**src/rtl/bka_stream_accumulator_pkg.sv**
```systemverilog
// Shared types and helpers for the Brent-Kung stream accumulator.
// Widths, state encoding and the saturating counter step.
package bka_stream_accumulator_pkg;

  localparam int W  = 25;
  localparam int CW = 8;

  typedef enum logic [1:0] {
    ST_IDLE,
    ST_ACC,
    ST_DONE
  } state_t;

  // {clamped, next}: the top bit flags an increment lost at the ceiling
  function automatic logic [CW:0] sat_inc(
    input logic [CW-1:0] v,
    input logic          inc
  );
    logic [CW:0] r;
    if (inc && (v == {CW{1'b1}}))
      r = {1'b1, v};
    else
      r = {1'b0, v + CW'(inc)};
    return r;
  endfunction

endpackage

```
**src/rtl/UBBKA_24_0_24_0.sv**
```systemverilog
// 25-bit unsigned Brent-Kung adder core, X[24:0] + Y[24:0] -> S[25:0].
// Carry-in is tied to zero; S[25] is the carry-out.
module UBBKA_24_0_24_0 (
  output logic [25:0] S,
  input  logic [24:0] X,
  input  logic [24:0] Y
);

  function automatic logic [25:0] bk_add(
    input logic [24:0] x,
    input logic [24:0] y
  );
    logic [24:0] g;
    logic [24:0] p;
    logic [24:0] h;
    logic [25:0] s;
    g = x & y;
    p = x ^ y;
    h = p;
    // up-sweep: group nodes at power-of-two strides
    for (int d = 1; d < 32; d = d * 2) begin
      for (int i = 0; i < 25; i++) begin
        if (((i + 1) % (2 * d)) == 0) begin
          g[5'(i)] = g[5'(i)] | (p[5'(i)] & g[5'(i - d)]);
          p[5'(i)] = p[5'(i)] & p[5'(i - d)];
        end
      end
    end
    // down-sweep: fill the remaining prefixes
    for (int d = 8; d >= 1; d = d / 2) begin
      for (int i = 3 * d - 1; i < 25; i = i + 2 * d) begin
        g[5'(i)] = g[5'(i)] | (p[5'(i)] & g[5'(i - d)]);
        p[5'(i)] = p[5'(i)] & p[5'(i - d)];
      end
    end
    s[0] = h[0];
    for (int i = 1; i < 25; i++)
      s[5'(i)] = h[5'(i)] ^ g[5'(i - 1)];
    s[25] = g[24];
    return s;
  endfunction

  assign S = bk_add(X, Y);

endmodule

```
**src/rtl/bka_stream_accumulator.sv**
```systemverilog
// Packet accumulator around the Brent-Kung adder core.
// One {carry, sum} result per packet on a valid/ready output.
module bka_stream_accumulator
  import bka_stream_accumulator_pkg::*;
(
  input  logic            CLK,
  input  logic            RST,
  input  logic            IN_V,
  output logic            IN_RDY,
  input  logic [W-1:0]    IN_D,
  input  logic            IN_LAST,
  output logic            OUT_V,
  input  logic            OUT_RDY,
  output logic [W+CW-1:0] OUT_SUM,
  output logic [CW-1:0]   OUT_CNT,
  output logic            OUT_OVF
);

  state_t        state;
  logic [W-1:0]  acc;
  logic [CW-1:0] carry;
  logic [CW-1:0] wcnt;
  logic          ovf;

  logic [W-1:0]  x;
  logic [W:0]    s;
  logic [CW:0]   carry_inc;
  logic [CW:0]   wcnt_inc;
  logic          ovf_n;
  logic          accept;

  assign x = (state == ST_ACC) ? acc : '0;

  UBBKA_24_0_24_0 u_bka (
    .S (s),
    .X (x),
    .Y (IN_D)
  );

  assign carry_inc = sat_inc(carry, s[W]);
  assign wcnt_inc  = sat_inc(wcnt, 1'b1);
  assign ovf_n     = ovf | carry_inc[CW] | wcnt_inc[CW];

  assign IN_RDY = (state != ST_DONE) | OUT_RDY;
  assign OUT_V  = (state == ST_DONE);
  assign accept = IN_V & IN_RDY;

  always_ff @(posedge CLK or posedge RST) begin
    if (RST) begin
      state   <= ST_IDLE;
      acc     <= '0;
      carry   <= '0;
      wcnt    <= '0;
      ovf     <= 1'b0;
      OUT_SUM <= '0;
      OUT_CNT <= '0;
      OUT_OVF <= 1'b0;
    end else if (accept && IN_LAST) begin
      state   <= ST_DONE;
      OUT_SUM <= {carry_inc[CW-1:0], s[W-1:0]};
      OUT_CNT <= wcnt_inc[CW-1:0];
      OUT_OVF <= ovf_n;
      acc     <= '0;
      carry   <= '0;
      wcnt    <= '0;
      ovf     <= 1'b0;
    end else if (accept) begin
      state <= ST_ACC;
      acc   <= s[W-1:0];
      carry <= carry_inc[CW-1:0];
      wcnt  <= wcnt_inc[CW-1:0];
      ovf   <= ovf_n;
    end else if (state == ST_DONE && OUT_RDY) begin
      state <= ST_IDLE;
    end
  end

endmodule
```
**config.mk**
```make
export PLATFORM = sky130hd
export DESIGN_NAME = bka_stream_accumulator
export DESIGN_NICKNAME = d
export VERILOG_FILES = /design/src/rtl/bka_stream_accumulator_pkg.sv /design/src/rtl/UBBKA_24_0_24_0.sv /design/src/rtl/bka_stream_accumulator.sv
export SDC_FILE = /design/constraint.sdc
export NUM_CORES = 1
export LEC_CHECK = 0
export ABC_AREA = 1
export ABC_CLOCK_PERIOD_IN_PS = 2500
export CORE_AREA = 2 2 92 94
export CTS_CLUSTER_DIAMETER = 50
export DETAILED_ROUTE_END_ITERATION = 10
export DIE_AREA = 0 0 94 96
export PLACE_DENSITY = 0.79
export SETUP_SLACK_MARGIN = 0.1
export SLEW_MARGIN = 20
export SYNTH_ARGS = -nofsm -noshare
export SYNTH_HDL_FRONTEND = slang
export SYNTH_SLANG_ARGS = --single-unit
```
**constraint.sdc**
```tcl
create_clock -name CLK -period 2.5 [get_ports CLK]
set_input_delay 0.75 -clock CLK [delete_from_list [all_inputs] [get_ports CLK]]
set_output_delay 0.75 -clock CLK [all_outputs]
set_load 0.05 [all_outputs]
```
## Word-level counts from Yosys, hierarchy flattened

Index checks and enable logic that the tools add are counted.

| storage, ports and cells | value |
|---|---|
| flip-flop bits (word level) | 77 |
| latch bits | 0 |
| memory bits (writable) | 0 |
| memory bits (read-only) | 0 |
| logic and storage cells | 107 |
| memories | 0 |

| operators by class | value |
|---|---|
| add/sub/neg operators | 2 |
| $mul | 0 |
| divide/modulo/power cells | 0 |
| $lt $le $gt $ge | 0 |
| eq/ne operators | 5 |
| shift-type cells | 0 |
| mux-type cells | 14 |
| bitwise operators | 73 |
| reductions and logical operators | 5 |

Operator list:

| operator | number |
|---|---|
| $mux 25 | 2 |
| $mux 8 | 4 |
| $and 1x1->1 | 31 |
| $and 25x25->25 | 1 |
| $or 1x1->1 | 25 |
| $mux 9 | 2 |
| $eq 8x8->1 const B | 2 |
| $mux 16 | 1 |
| $xor 16x16->16 | 1 |
| $xor 1x1->1 | 15 |
| $add 8x1->8 | 1 |
| $add 8x1->8 const B | 1 |
| $mux 2 | 3 |
| $logic_and 1x1->1 | 3 |
| $reduce_bool 3->1 | 1 |
| $eq 2x1->1 const B | 1 |
| $eq 2x2->1 const B | 1 |
| $mux 1 | 2 |
| $ne 2x2->1 const B | 1 |
| $reduce_bool 2->1 | 1 |

## Longest topological paths before layout

Gate-level depths: netlist of run 1.

| logic depth | value |
|---|---|
| depth after elaboration | 18 |
| depth in mapped cells | 21 |

## By module

From an unflattened synthesis of run 1, not the netlist that was laid out.

| unflattened totals | value |
|---|---|
| cell total of the unflattened synthesis | 552 |
| area total of the unflattened synthesis | 4,515.6 um^2 |

Modules (own cells, without submodules):

| module | times used | cells an instance | area an instance (um^2) |
|---|---|---|---|
| bka_stream_accumulator | 1 | 462 | 3,823.7 |
| UBBKA_24_0_24_0 | 1 | 90 | 691.9 |

## Worst setup path after synthesis of run 1

No wires, ideal clock.

| path | value |
|---|---|
| path type | flip-flop to flip-flop |
| start | register state[0] |
| end | register acc[15] |
| setup time | 0.083 ns |
| arrival | 2.629 ns |
| required time | 2.417 ns |
| slack | -0.211 ns |
| stages on the path, launching flop included | 21 |
| path buffers | 1 |
| clock period less this slack | 2.711 ns |
| cells stage by stage | dfrtp_1 -> nand2_1 -> clkbuf_1 -> nor2_1 -> ha_1 -> inv_1 -> fa_1 -> inv_1 -> nand3_1 -> nand2_1 -> nand2_1 -> nand2_1 -> nand2_1 -> nand2_1 -> nand2_1 -> nand2_1 -> fa_1 -> xnor2_1 -> xnor2_1 -> nand2_1 -> o21ai_0 |

| between the ends | value |
|---|---|
| cells in the longest elaborated chain, start to end | 18 |
| elaborated cells on any way between the ends | 48 |
| those cells by class | eq/ne (2); mux (3); bitwise (41); reduce/logical (2) |

Ends and longest elaborated chain:

| what | line | text |
|---|---|---|
| start: declaration | bka_stream_accumulator.sv:19 | `state_t state;` |
| start signal: assignment | bka_stream_accumulator.sv:50 | `state <= ST_IDLE;` |
| start signal: assignment | bka_stream_accumulator.sv:59 | `state <= ST_DONE;` |
| start signal: assignment | bka_stream_accumulator.sv:68 | `state <= ST_ACC;` |
| $eq 2x1->1 | bka_stream_accumulator.sv:32 | `assign x = (state == ST_ACC) ? acc : '0;` |
| $mux 25 | bka_stream_accumulator.sv:32 |  |
| $xor 16x16->16 / $and 25x25->25 (equally long branches) | UBBKA_24_0_24_0.sv:18, UBBKA_24_0_24_0.sv:17 |  |
| $and 1x1->1 | UBBKA_24_0_24_0.sv:24 | `g[5'(i)] = g[5'(i)] \| (p[5'(i)] & g[5'(i - d)]);` |
| $or 1x1->1 | UBBKA_24_0_24_0.sv:24 |  |
| $and 1x1->1 | UBBKA_24_0_24_0.sv:24 |  |
| $or 1x1->1 | UBBKA_24_0_24_0.sv:24 |  |
| $and 1x1->1 | UBBKA_24_0_24_0.sv:24 |  |
| [... 2 more ...] | - |  |
| $or 1x1->1 | UBBKA_24_0_24_0.sv:32 | `g[5'(i)] = g[5'(i)] \| (p[5'(i)] & g[5'(i - d)]);` |
| $and 1x1->1 | UBBKA_24_0_24_0.sv:32 |  |
| $or 1x1->1 | UBBKA_24_0_24_0.sv:32 |  |
| $and 1x1->1 | UBBKA_24_0_24_0.sv:32 |  |
| $or 1x1->1 | UBBKA_24_0_24_0.sv:32 |  |
| $xor 1x1->1 | UBBKA_24_0_24_0.sv:38 | `s[5'(i)] = h[5'(i)] ^ g[5'(i - 1)];` |
| $mux 16 | bka_stream_accumulator.sv:67 | `end else if (accept) begin` |
| $mux 25 | bka_stream_accumulator.sv:58 | `end else if (accept && IN_LAST) begin` |
| end signal: assignment | bka_stream_accumulator.sv:69 | `acc <= s[W-1:0];` |
| end: declaration | bka_stream_accumulator.sv:20 | `logic [W-1:0] acc;` |

Parallel ways exist; a longest one is shown, timed or not. The select of a mux whose other input is x is not followed.
A chain may end at the register's enable or synchronous reset.

## Worst setup path in the final report of run 1

| path | value |
|---|---|
| start | register state[1] |
| end | register acc[11] |

| between the ends | value |
|---|---|
| cells in the longest elaborated chain, start to end | 16 |
| elaborated cells on any way between the ends | 37 |
| those cells by class | eq/ne (2); mux (3); bitwise (30); reduce/logical (2) |

Ends and longest elaborated chain:

| what | line |
|---|---|
| $eq 2x1->1 | bka_stream_accumulator.sv:32 |
| $mux 25 | bka_stream_accumulator.sv:32 |
| $xor 16x16->16 / $and 25x25->25 (equally long branches) | UBBKA_24_0_24_0.sv:18, UBBKA_24_0_24_0.sv:17 |
| $and 1x1->1 | UBBKA_24_0_24_0.sv:24 |
| $or 1x1->1 | UBBKA_24_0_24_0.sv:24 |
| $and 1x1->1 | UBBKA_24_0_24_0.sv:24 |
| $or 1x1->1 | UBBKA_24_0_24_0.sv:24 |
| $and 1x1->1 | UBBKA_24_0_24_0.sv:24 |
| $or 1x1->1 | UBBKA_24_0_24_0.sv:24 |
| $and 1x1->1 | UBBKA_24_0_24_0.sv:32 |
| $or 1x1->1 | UBBKA_24_0_24_0.sv:32 |
| $and 1x1->1 | UBBKA_24_0_24_0.sv:32 |
| $or 1x1->1 | UBBKA_24_0_24_0.sv:32 |
| $xor 1x1->1 | UBBKA_24_0_24_0.sv:38 |
| $mux 16 | bka_stream_accumulator.sv:67 |
| $mux 25 | bka_stream_accumulator.sv:58 |

Parallel ways exist; a longest one is shown, timed or not. The select of a mux whose other input is x is not followed.

==> results.json, run 1 <==
{
  "worstMarginPinSlew_ns": 0.517,
  "viasPerCell": 4.92,
  "crit_top_cell": "nand2_2",
  "cp_slowest_stage_delay_ns": 0.40,
  "timing.critical_path.buf_inv": 5,
  "die_h_um": 96,
  "fin_crit_sh": 1.01,
  "report.power.total_mw": 3.42,
  "synthFlopType": "dfrtp_1",
  "maxCapViolations": 0,
  "cts_tree": "built",
  "ir_drop_mv": 0.399,
  "drtIter0Drc": 118,
  "grt_pass1_vias": 2973,
  "reg2reg_to": "acc[11]",
  "min_path_type": "register to register",
  "synth_warnings": 0,
  "synth-seq-cells": 68,
  "core_um2": 8050,
  "synth-async-reset-ratio": 1.00,
  "rrSetupSlack_ns": -0.03,
  "whs_path_depth": 2,
  "crit_type": "register to register",
  "ys_types": 32,
  "synth-edff-count": 0,
  "antenna_found_initial": 0,
  "n_antenna_cell": 0,
  "worst-r2r-cell-count": 17,
  "grt_start_max_net_pins": 69,
  "power.density_nw_per_um2": 702,
  "numCtsBuffers": 9,
  "yosys-top-cells-area": "dfrtp_1 (47%), nand2_1 (12%), inv_1 (6.5%)",
  "avgSynthCellArea_um2": 8.63,
  "yosysMostFrequentCell": "nand2_1",
  "path_cells": "inv_4 -> nand2_8 -> nor2_4 -> ha_4 -> inv_2 -> fa_2 -> inv_2 -> nand3_2 -> nand2_2 -> nand2_2 -> nand2_2 -> buf_4 -> a31oi_2 -> fa_2 -> xnor2_2 -> inv_1 -> o22ai_1",
  "nets": 548,
  "htreeDepth": 3,
  "ctsLongestPathBuffers": 2,
  "port_buffers": 55,
  "layout-drive-gt1-share": 0.200,
  "skew_ns": 0.00896,
  "pre_cts_slack_ns": -0.672,
  "setup_viol": 5,
  "netlist_instances": 422,
  "die-area_um2": 9020,
  "hold_start": "OUT_CNT[0]",
  "worst_slack_ns": -0.0275,
  "wire_per_inst_um": 14.0,
  "required_ns": 2.71,
  "fin_crit_ns": 2.53,
  "slew_viol_final": 0,
  "syn2layout_area_growth_pct": 33.5,
  "cts_root_buffer": "clkbuf_8",
  "row_count": 33,
  "path_max_fanout": 5,
  "outcome": "finished with violations",
  "drtAntennaViolNets": 0,
  "synthTopCellsByCount": "nand2_1 (114), dfrtp_1 (68), inv_1 (63)",
  "clock.fmax_ghz": 0.396,
  "rsz0062_at_grt": "true",
  "crit_arrival_ns": 2.73,
  "die_x_um": 94,
  "cts.reportedPaths.clkPinSlew_ns": 0.08,
  "drc": 0,
  "violations": "negative setup slack",
  "routed_wl_um": 8460,
  "grt_overflow_total": 0,
  "cp_slowest_cell": "dfrtp_1",
  "slew_headroom": 0.654,
  "synth_area_leader_cell": "dfrtp_1",
  "cp_top_family": "adder cells",
  "worstReg2RegStart": "state[1]",
  "clk_latency_ns": 0.34,
  "gp_congestion": 0.918,
  "leakage_nw": 2.34,
  "hold_viol": 0,
  "start_util": 0.453,
  "io-pin-count": 74,
  "synth_seq_area_share": 0.467,
  "cts_sinks": 68,
  "drt-pass1-iter-count": 4,
  "synth_top_cell_area_share": 0.467,
  "grt_pass1_wl_um": 13800,
  "place_hpwl_um": 5710,
  "cp-start-kind": "register",
  "netlist_area_um2": 3640,
  "hold_end": "OUT_CNT[0]",
  "grt_usage": 0.198,
  "endpoint_kind": "register",
  "num_vias": 2970
}
sequential cells by signal (all words and copies together) (netlist names):
name,flops
acc,16
OUT_OVF,1
OUT_SUM,24
OUT_CNT,8
carry,8
state,2
ovf,1
wcnt,8
worst max path at each step:
stage,cells past startpoint,slack (ns),from,to
final,17,-0.03,state[1],acc[11]
after global routing,17,-0.14,state[1],acc[15]
after CTS,12,-0.12,IN_D[9],acc[15]
after detailed placement,18,-0.67,IN_D[0],acc[15]
after global placement,13,-0.60,IN_D[0],acc[10]
after floorplan,17,0.02,IN_D[0],acc[15]
metal layers:
metal,global-route usage,vias up,wire length (um)
li1,-,1446,-
met5,0,-,0
met2,0.351,83,4460
met1,0.238,1428,3450
met4,0.0640,0,166
met3,0.0501,13,374
where the power goes:
| part | switching [mW] | internal, mW | total, mW |
|---|---|---|---|
| Combinational | 0.714 | 0.399 | 1.11 |
| Clock | 0.425 | 0.558 | 0.982 |
| Sequential | 0.0807 | 1.24 | 1.32 |
layout make-up:
type                            count  area [um^2]
Sequential cell                    68         1700
Multi-Input combinational cell    274         1810
Clock buffer                        9          124
Tap cell                          105          131
Timing Repair Buffer               76          752
Clock inverter                      7         91.3
Fill cell                         697         3190
Inverter                           65          250
repair_timing:
item	4_1_cts	5_1_grt
cloned	0	1
setup endpoints to repair	24	23
buffers inserted	1	1
hold buffers	0	0
pin swaps	20	21
resized for setup	26	31
placed cells by master (no fill, tap or decap), types with 4 or more instances in the layout:
| cell type | Yosys | routed |
|---|---|---|
| buf_12 | 0 | 4 |
| o21ai_1 | 20 | 20 |
| nand3_1 | 11 | 9 |
| conb_1 | 1 | 10 |
| fa_2 | 0 | 7 |
| inv_2 | 2 | 6 |
| dfrtp_1 | 68 | 67 |
| dlygate4sd2_1 | 0 | 7 |
| nand2_4 | 3 | 4 |
| nand2_2 | 0 | 7 |
| nor2_1 | 24 | 16 |
| nor2_4 | 1 | 7 |
| ha_1 | 16 | 11 |
| nand2_1 | 114 | 106 |
| xnor2_2 | 0 | 4 |
| o21ai_0 | 15 | 14 |
| clkbuf_8 | 0 | 9 |
| ha_4 | 0 | 5 |
| xor2_1 | 9 | 8 |
| o22ai_1 | 16 | 15 |
| clkdlybuf4s50_1 | 0 | 44 |
| buf_4 | 9 | 18 |
| inv_1 | 63 | 57 |
tightest hold or removal path, delay by kind of cell, from the launching register on:
kind / cells / cell delay (ns)
simple gates: 2 / 0.10
flops: 1 / 0.35
metrics by stage:
step	cells	area, um^2	hold WS, ns	util	setup TNS (ns)
final	604	4860	0.480	0.604	-0.0912
after floorplan	431	3740	0.454	-	0
after global routing	604	4860	0.497	0.604	-1.42
after CTS	602	4720	0.486	0.586	-0.638
after global placement	585	4430	0.462	0.550	-12.56
after detailed placement	585	4430	0.465	0.550	-13.37
kinds of logic (layout without fill, tap and decap cells):
kind of cell / count (synthesis) / count (layout) / share of synthesized area
AND/OR/NAND/NOR: 161 / 162 / 0.186
other: 1 / 10 / 0.00103
flip-flops: 68 / 68 / 0.467
adder cells (fa/ha/maj): 24 / 24 / 0.0989
AO/OA/AOI/OAI: 63 / 63 / 0.0972
XOR/XNOR: 15 / 15 / 0.0361
buffers and inverters: 90 / 157 / 0.113
(Power assumes the default switching activity.)
==> inputs of run 2 (changes only) <==
--- a/config.mk
+++ b/config.mk
@@ -6,12 +6,12 @@
 export NUM_CORES = 1
 export LEC_CHECK = 0
 export ABC_AREA = 1
-export ABC_CLOCK_PERIOD_IN_PS = 2500
-export CORE_AREA = 2 2 92 94
+export ABC_CLOCK_PERIOD_IN_PS = 3100
+export CORE_AREA = 2 2 84 86
 export CTS_CLUSTER_DIAMETER = 50
 export DETAILED_ROUTE_END_ITERATION = 10
-export DIE_AREA = 0 0 94 96
-export PLACE_DENSITY = 0.79
+export DIE_AREA = 0 0 86 88
+export PLACE_DENSITY = 0.82
 export SETUP_SLACK_MARGIN = 0.1
 export SLEW_MARGIN = 20
 export SYNTH_ARGS = -nofsm -noshare
==> constraint.sdc (replaced) <==
create_clock -name CLK -period 3.1 [get_ports CLK]
set_input_delay 0.93 -clock CLK [delete_from_list [all_inputs] [get_ports CLK]]
set_output_delay 0.93 -clock CLK [all_outputs]
set_load 0.05 [all_outputs]
==> run 2 against run 1 <==
Power shrank 23%; highest routed layer unchanged; register-to-register slack improved by 0.34 ns; sequential power fell by 20%; final area decreased by 5.6%; the flow now finishes without violations; sequential cell count unchanged; sequential share of layout area increased by 2.1 points.
==> results.json, run 2 (synthesis gave the netlist of run 1 again) <==
{
  "cts_setup_buffers": 0,
  "crit_arrival_ns": 3.06,
  "clk_latency_ns": 0.34,
  "cts_root_buffer": "clkbuf_8",
  "n_antenna_cell": 0,
  "required_ns": 3.29,
  "endpoint_kind": "register",
  "setup_viol": 0,
  "utilization": 0.691,
  "slew_headroom": 0.649,
  "hold_start": "OUT_OVF",
  "ir_drop_mv": 0.313,
  "antenna_found_initial": 0,
  "fin_crit_ns": 2.87,
  "maxCapViolations": 0,
  "die-area_um2": 7570,
  "die_x_um": 86,
  "ctsLongestPathBuffers": 2,
  "nets": 539,
  "grt_pass1_vias": 2857,
  "power.density_nw_per_um2": 576,
  "cp_slowest_cell": "clkdlybuf4s50_1",
  "rsz0062_at_grt": "false",
  "multiInputGateArea_um2": 1660,
  "slew_viol_final": 0,
  "placedCellCount": 554,
  "layout-drive-gt1-share": 0.124,
  "io-pin-count": 74,
  "fin_crit_sh": 0.925,
  "cp_slowest_stage_delay_ns": 0.45,
  "core_um2": 6640,
  "drtAntennaViolNets": 0,
  "hold_buffers": 0,
  "viasPerCell": 5.11,
  "start_util": 0.548,
  "largest_reg_flops": 24,
  "row_count": 30,
  "crit_type": "primary input to register",
  "grt_overflow_total": 0,
  "num_vias": 2914,
  "place_hpwl_um": 5440,
  "drtIter0Drc": 137,
  "final_cell_mix": "nand2_1 (108), dfrtp_1 (68), inv_1 (60)",
  "cp-startpoint": "IN_D[1]",
  "cts.reportedPaths.clkPinSlew_ns": 0.07,
  "path_cells": "clkdlybuf4s50_1 -> inv_1 -> fa_2 -> inv_1 -> nand3_1 -> nand2_1 -> nand2_1 -> nand2_2 -> nand2_2 -> nand2_2 -> nand2_2 -> nand2_2 -> fa_2 -> inv_1 -> o22ai_1",
  "final_common_cell": "nand2_1",
  "syn2layout_area_growth_pct": 26.0,
  "grt_pass1_wl_um": 13100,
  "clock.fmax_ghz": 0.349,
  "crit_top_cell": "nand2_2",
  "routed_wl_um": 7990,
  "seqCellArea_um2": 1700,
  "gp_congestion": 0.878,
  "outcome": "finished clean",
  "report.power.total_mw": 2.64,
  "min_path_type": "register to register",
  "cts_sinks": 68,
  "final_cells": 570,
  "skew_ns": 0.00621,
  "n_fill_cell": 499,
  "port_buffers": 55,
  "cts_tree": "built",
  "grt_usage": 0.225,
  "reg.largest.list": "OUT_SUM: 24 flops, acc: 16 flops",
  "hold_viol": 0,
  "top_register": "OUT_SUM",
  "leakage_nw": 2.31,
  "drt-pass1-iter-count": 4,
  "die_h_um": 88,
  "numCtsBuffers": 9,
  "htreeDepth": 3,
  "worstReg2RegStart": "state[1]",
  "worstMarginPinSlew_ns": 0.525,
  "fin_setup_tns_ns": 0,
  "cp-start-kind": "primary input",
  "grt_start_max_net_pins": 68,
  "wire_per_inst_um": 14.0,
  "drc": 0,
  "path_max_fanout": 2
}
run 2: stage by stage:
| step | hold WS, ns | setup slack [ns] | cell area (um^2) |
|---|---|---|---|
| finish | 0.477 | 0.232 | 4590 |
| global route | 0.498 | 0.0752 | 4590 |
| CTS | 0.484 | 0.113 | 4500 |
| detailed placement | 0.465 | -0.336 | 4280 |
| global placement | 0.461 | -0.227 | 4280 |
| floorplan | 0.454 | 0.377 | 3680 |
run 2: final cells by class:
class | count | area share
clock inverters | 4 | 0.0104
inverters | 65 | 0.0531
clock buffers | 12 | 0.0338
repair buffers | 68 | 0.150
flip-flops and latches | 68 | 0.371
multi-input cells | 273 | 0.360
well taps | 80 | 0.0218
run 2: final timing paths:
path                                   end  slack [ns]  cells past startpoint
min in group asynchronous         state[1]        0.76                      2
worst max register to register     acc[14]        0.31                     18
worst min register to register     OUT_OVF        0.48                      2
max in group asynchronous       OUT_CNT[2]        1.81                      3
worst max-delay path               acc[14]        0.23                     15
worst min-delay path               OUT_OVF        0.48                      2
run 2: critical path: cells and delay by family:
kind / cells / cell delay [ns]
and+or+nand+nor: 8 / 0.62
adders and majority gates: 2 / 0.76
buffers and inverters: 4 / 0.65
AOI/OAI and AO/OA: 1 / 0.10
run 2: report_power, final:
part / internal [mW] / total [mW] / switching (mW) / leakage [nW]
clock network: 0.413 / 0.750 / 0.337 / 0.102
registers: 0.999 / 1.06 / 0.0606 / 0.897
logic: 0.287 / 0.834 / 0.547 / 1.31
total: 1.70 / 2.64 / 0.945 / 2.31
run 2: what timing repair did:
item / in CTS / in global routing
endpoints found under the hold margin: 0 / 0
setup endpoints to repair: 9 / 13
resized for setup: 4 / 26
pin swaps: 1 / 12
run 2: per-layer routing:
metal / vias up / track usage / part of all wire / routed length [um]
met5: - / 0 / 0 / 0
met4: 0 / 0.120 / 0.018 / 142
met3: 13 / 0.0415 / 0.041 / 329
met2: 76 / 0.368 / 0.51 / 4050
met1: 1395 / 0.285 / 0.43 / 3470
li1: 1430 / - / - / -
==> inputs of run 3 (changes only) <==
--- a/config.mk
+++ b/config.mk
@@ -6,12 +6,13 @@
 export NUM_CORES = 1
 export LEC_CHECK = 0
 export ABC_AREA = 1
-export ABC_CLOCK_PERIOD_IN_PS = 3100
-export CORE_AREA = 2 2 84 86
+export ABC_CLOCK_PERIOD_IN_PS = 2590
+export CORE_AREA = 2 2 92 94
 export CTS_CLUSTER_DIAMETER = 50
 export DETAILED_ROUTE_END_ITERATION = 10
-export DIE_AREA = 0 0 86 88
-export PLACE_DENSITY = 0.82
+export DIE_AREA = 0 0 94 96
+export GPL_ROUTABILITY_DRIVEN = 1
+export PLACE_DENSITY = 0.72
 export SETUP_SLACK_MARGIN = 0.1
 export SLEW_MARGIN = 20
 export SYNTH_ARGS = -nofsm -noshare
==> constraint.sdc (replaced) <==
create_clock -name CLK -period 2.59 [get_ports CLK]
set_input_delay 0.777 -clock CLK [delete_from_list [all_inputs] [get_ports CLK]]
set_output_delay 0.777 -clock CLK [all_outputs]
set_load 0.05 [all_outputs]
==> run 3 against run 2 <==
The flow now finishes with violations (negative setup slack); combinational power grew 29%; largest power group unchanged; clock skew grew 0.0036 ns; highest routed layer unchanged; die area grew 19%; utilization shrank 8.8 points; largest cell class is now multi-input combinational cells; non-clock buffer count grew 9; sequential cell count is the same; critical path depth grew 2.
==> results.json, run 3 (synthesis gave the netlist of run 1 again) <==
{
  "grt_pass1_vias": 2935,
  "place_hpwl_um": 5270,
  "nets": 548,
  "core_um2": 8050,
  "final_common_cell": "nand2_1",
  "gp_congestion": 0.838,
  "violations": "negative setup slack",
  "drc": 0,
  "worst-r2r-cell-count": 17,
  "viasPerCell": 4.84,
  "path_max_fanout": 6,
  "grt_start_max_net_pins": 69,
  "cts_tree": "built",
  "whs_path_depth": 2,
  "cp-start-kind": "register",
  "die_x_um": 94,
  "min_path_type": "register to register",
  "antenna_found_initial": 0,
  "num_vias": 2925,
  "fin_crit_sh": 1.03,
  "top_register": "OUT_SUM",
  "grt_pass1_wl_um": 13200,
  "fin_setup_tns_ns": -0.222,
  "drtAntennaViolNets": 0,
  "cts_sinks": 68,
  "worst_slack_ns": -0.0888,
  "required_ns": 2.84,
  "start_util": 0.453,
  "n_antenna_cell": 0,
  "hold_buffers": 0,
  "htreeDepth": 3,
  "final_cell_mix": "nand2_1 (104), dfrtp_1 (67), inv_1 (55)",
  "drtIter0Drc": 114,
  "layout-drive-gt1-share": 0.200,
  "slew_headroom": 0.632,
  "final_cells": 604,
  "clock.fmax_ghz": 0.373,
  "die_h_um": 96,
  "port_buffers": 55,
  "grt_usage": 0.190,
  "row_count": 33,
  "ctsLongestPathBuffers": 2,
  "hold_viol": 0,
  "slew_viol_final": 0,
  "cts_root_buffer": "clkbuf_8",
  "die-area_um2": 9020,
  "grt_overflow_total": 0,
  "reg.largest.list": "OUT_SUM: 24 flops, acc: 16 flops",
  "worstMarginPinSlew_ns": 0.550,
  "crit_arrival_ns": 2.93,
  "power.density_nw_per_um2": 677,
  "fin_crit_ns": 2.68,
  "utilization": 0.603,
  "skew_ns": 0.00979,
  "maxCapViolations": 0,
  "cts.reportedPaths.clkPinSlew_ns": 0.07,
  "drt-pass1-iter-count": 4,
  "io-pin-count": 74,
  "rsz0062_at_grt": "true",
  "ir_drop_mv": 0.387,
  "wire_per_inst_um": 13.4,
  "numCtsBuffers": 9,
  "crit_type": "register to register",
  "largest_reg_flops": 24,
  "leakage_nw": 2.34,
  "setup_viol": 5,
  "routed_wl_um": 8100,
  "placedCellCount": 581,
  "clk_latency_ns": 0.33,
  "syn2layout_area_growth_pct": 33.3,
  "outcome": "finished with violations",
  "endpoint_kind": "register"
}
==> run 3: repair_timing <==
action | 4_1_cts | 5_1_grt
buffers inserted | 3 | 4
pin swaps | 18 | 22
resized for setup | 34 | 33
setup endpoints to repair | 24 | 22
==> run 3: worst max-delay path: stages, from the launching register on <==
cell and delay [ns]:
dfrtp_1 0.38, inv_2 0.10, nand2_8 0.09, buf_8 0.15, buf_4 0.12, buf_4 0.12, buf_4 0.14, nor2_1 0.11
ha_1 0.29, nand2_1 0.08, inv_1 0.05, nand2_2 0.05, nand2_2 0.05, fa_2 0.36, xnor2_2 0.23, xnor2_2 0.15
nand2_1 0.06, o21ai_1 0.07
==> run 3: where the power goes <==
part | internal, mW | switching (mW)
sequential | 1.20 | 0.0808
clock | 0.544 | 0.392
combinational | 0.390 | 0.686
total | 2.13 | 1.16
==> run 3: metal layers <==
layer  share of wire  vias to the layer above  routed length, um  track usage
met3           0.029                       12                234       0.0321
met4           0.020                        0                164       0.0954
met2            0.50                       72               4030        0.320
li1                -                     1448                  -            -
met1            0.45                     1393               3680        0.238
met5               0                        -                  0            0
==> run 3: cell type report <==
cell class,count,area [um^2]
Multi-Input combinational cell,273,1820
Tap cell,105,131
Clock buffer,12,135
Timing Repair Buffer,77,756
Fill cell,695,3190
Sequential cell,68,1700
Clock inverter,4,73.8
Inverter,65,244
==> run 3: through the flow <==
| stage | total power, mW | hold slack [ns] | setup slack [ns] | cell area, um^2 |
|---|---|---|---|---|
| 6_report | 3.29 | 0.480 | -0.0888 | 4860 |
| 3_5_place_dp | 2.27 | 0.465 | -0.636 | 4380 |
| 5_1_grt | 3.46 | 0.506 | -0.175 | 4860 |
| 4_1_cts | 3.24 | 0.484 | -0.0358 | 4700 |
| 2_1_floorplan | 1.96 | 0.454 | 0.0859 | 3730 |
| 3_3_place_gp | 2.25 | 0.461 | -0.579 | 4380 |
==> run 3: final timing paths <==
| kind | from | end | slack [ns] |
|---|---|---|---|
| setup / recovery | state[1] | acc[15] | -0.09 |
| hold / removal | OUT_CNT[0] | OUT_CNT[0] | 0.48 |
| setup reg to reg | state[1] | acc[15] | -0.09 |
| hold reg to reg | OUT_CNT[0] | OUT_CNT[0] | 0.48 |
| max in group asynchronous | RST | state[0] | 1.46 |
| min in group asynchronous | RST | OUT_CNT[7] | 0.83 |
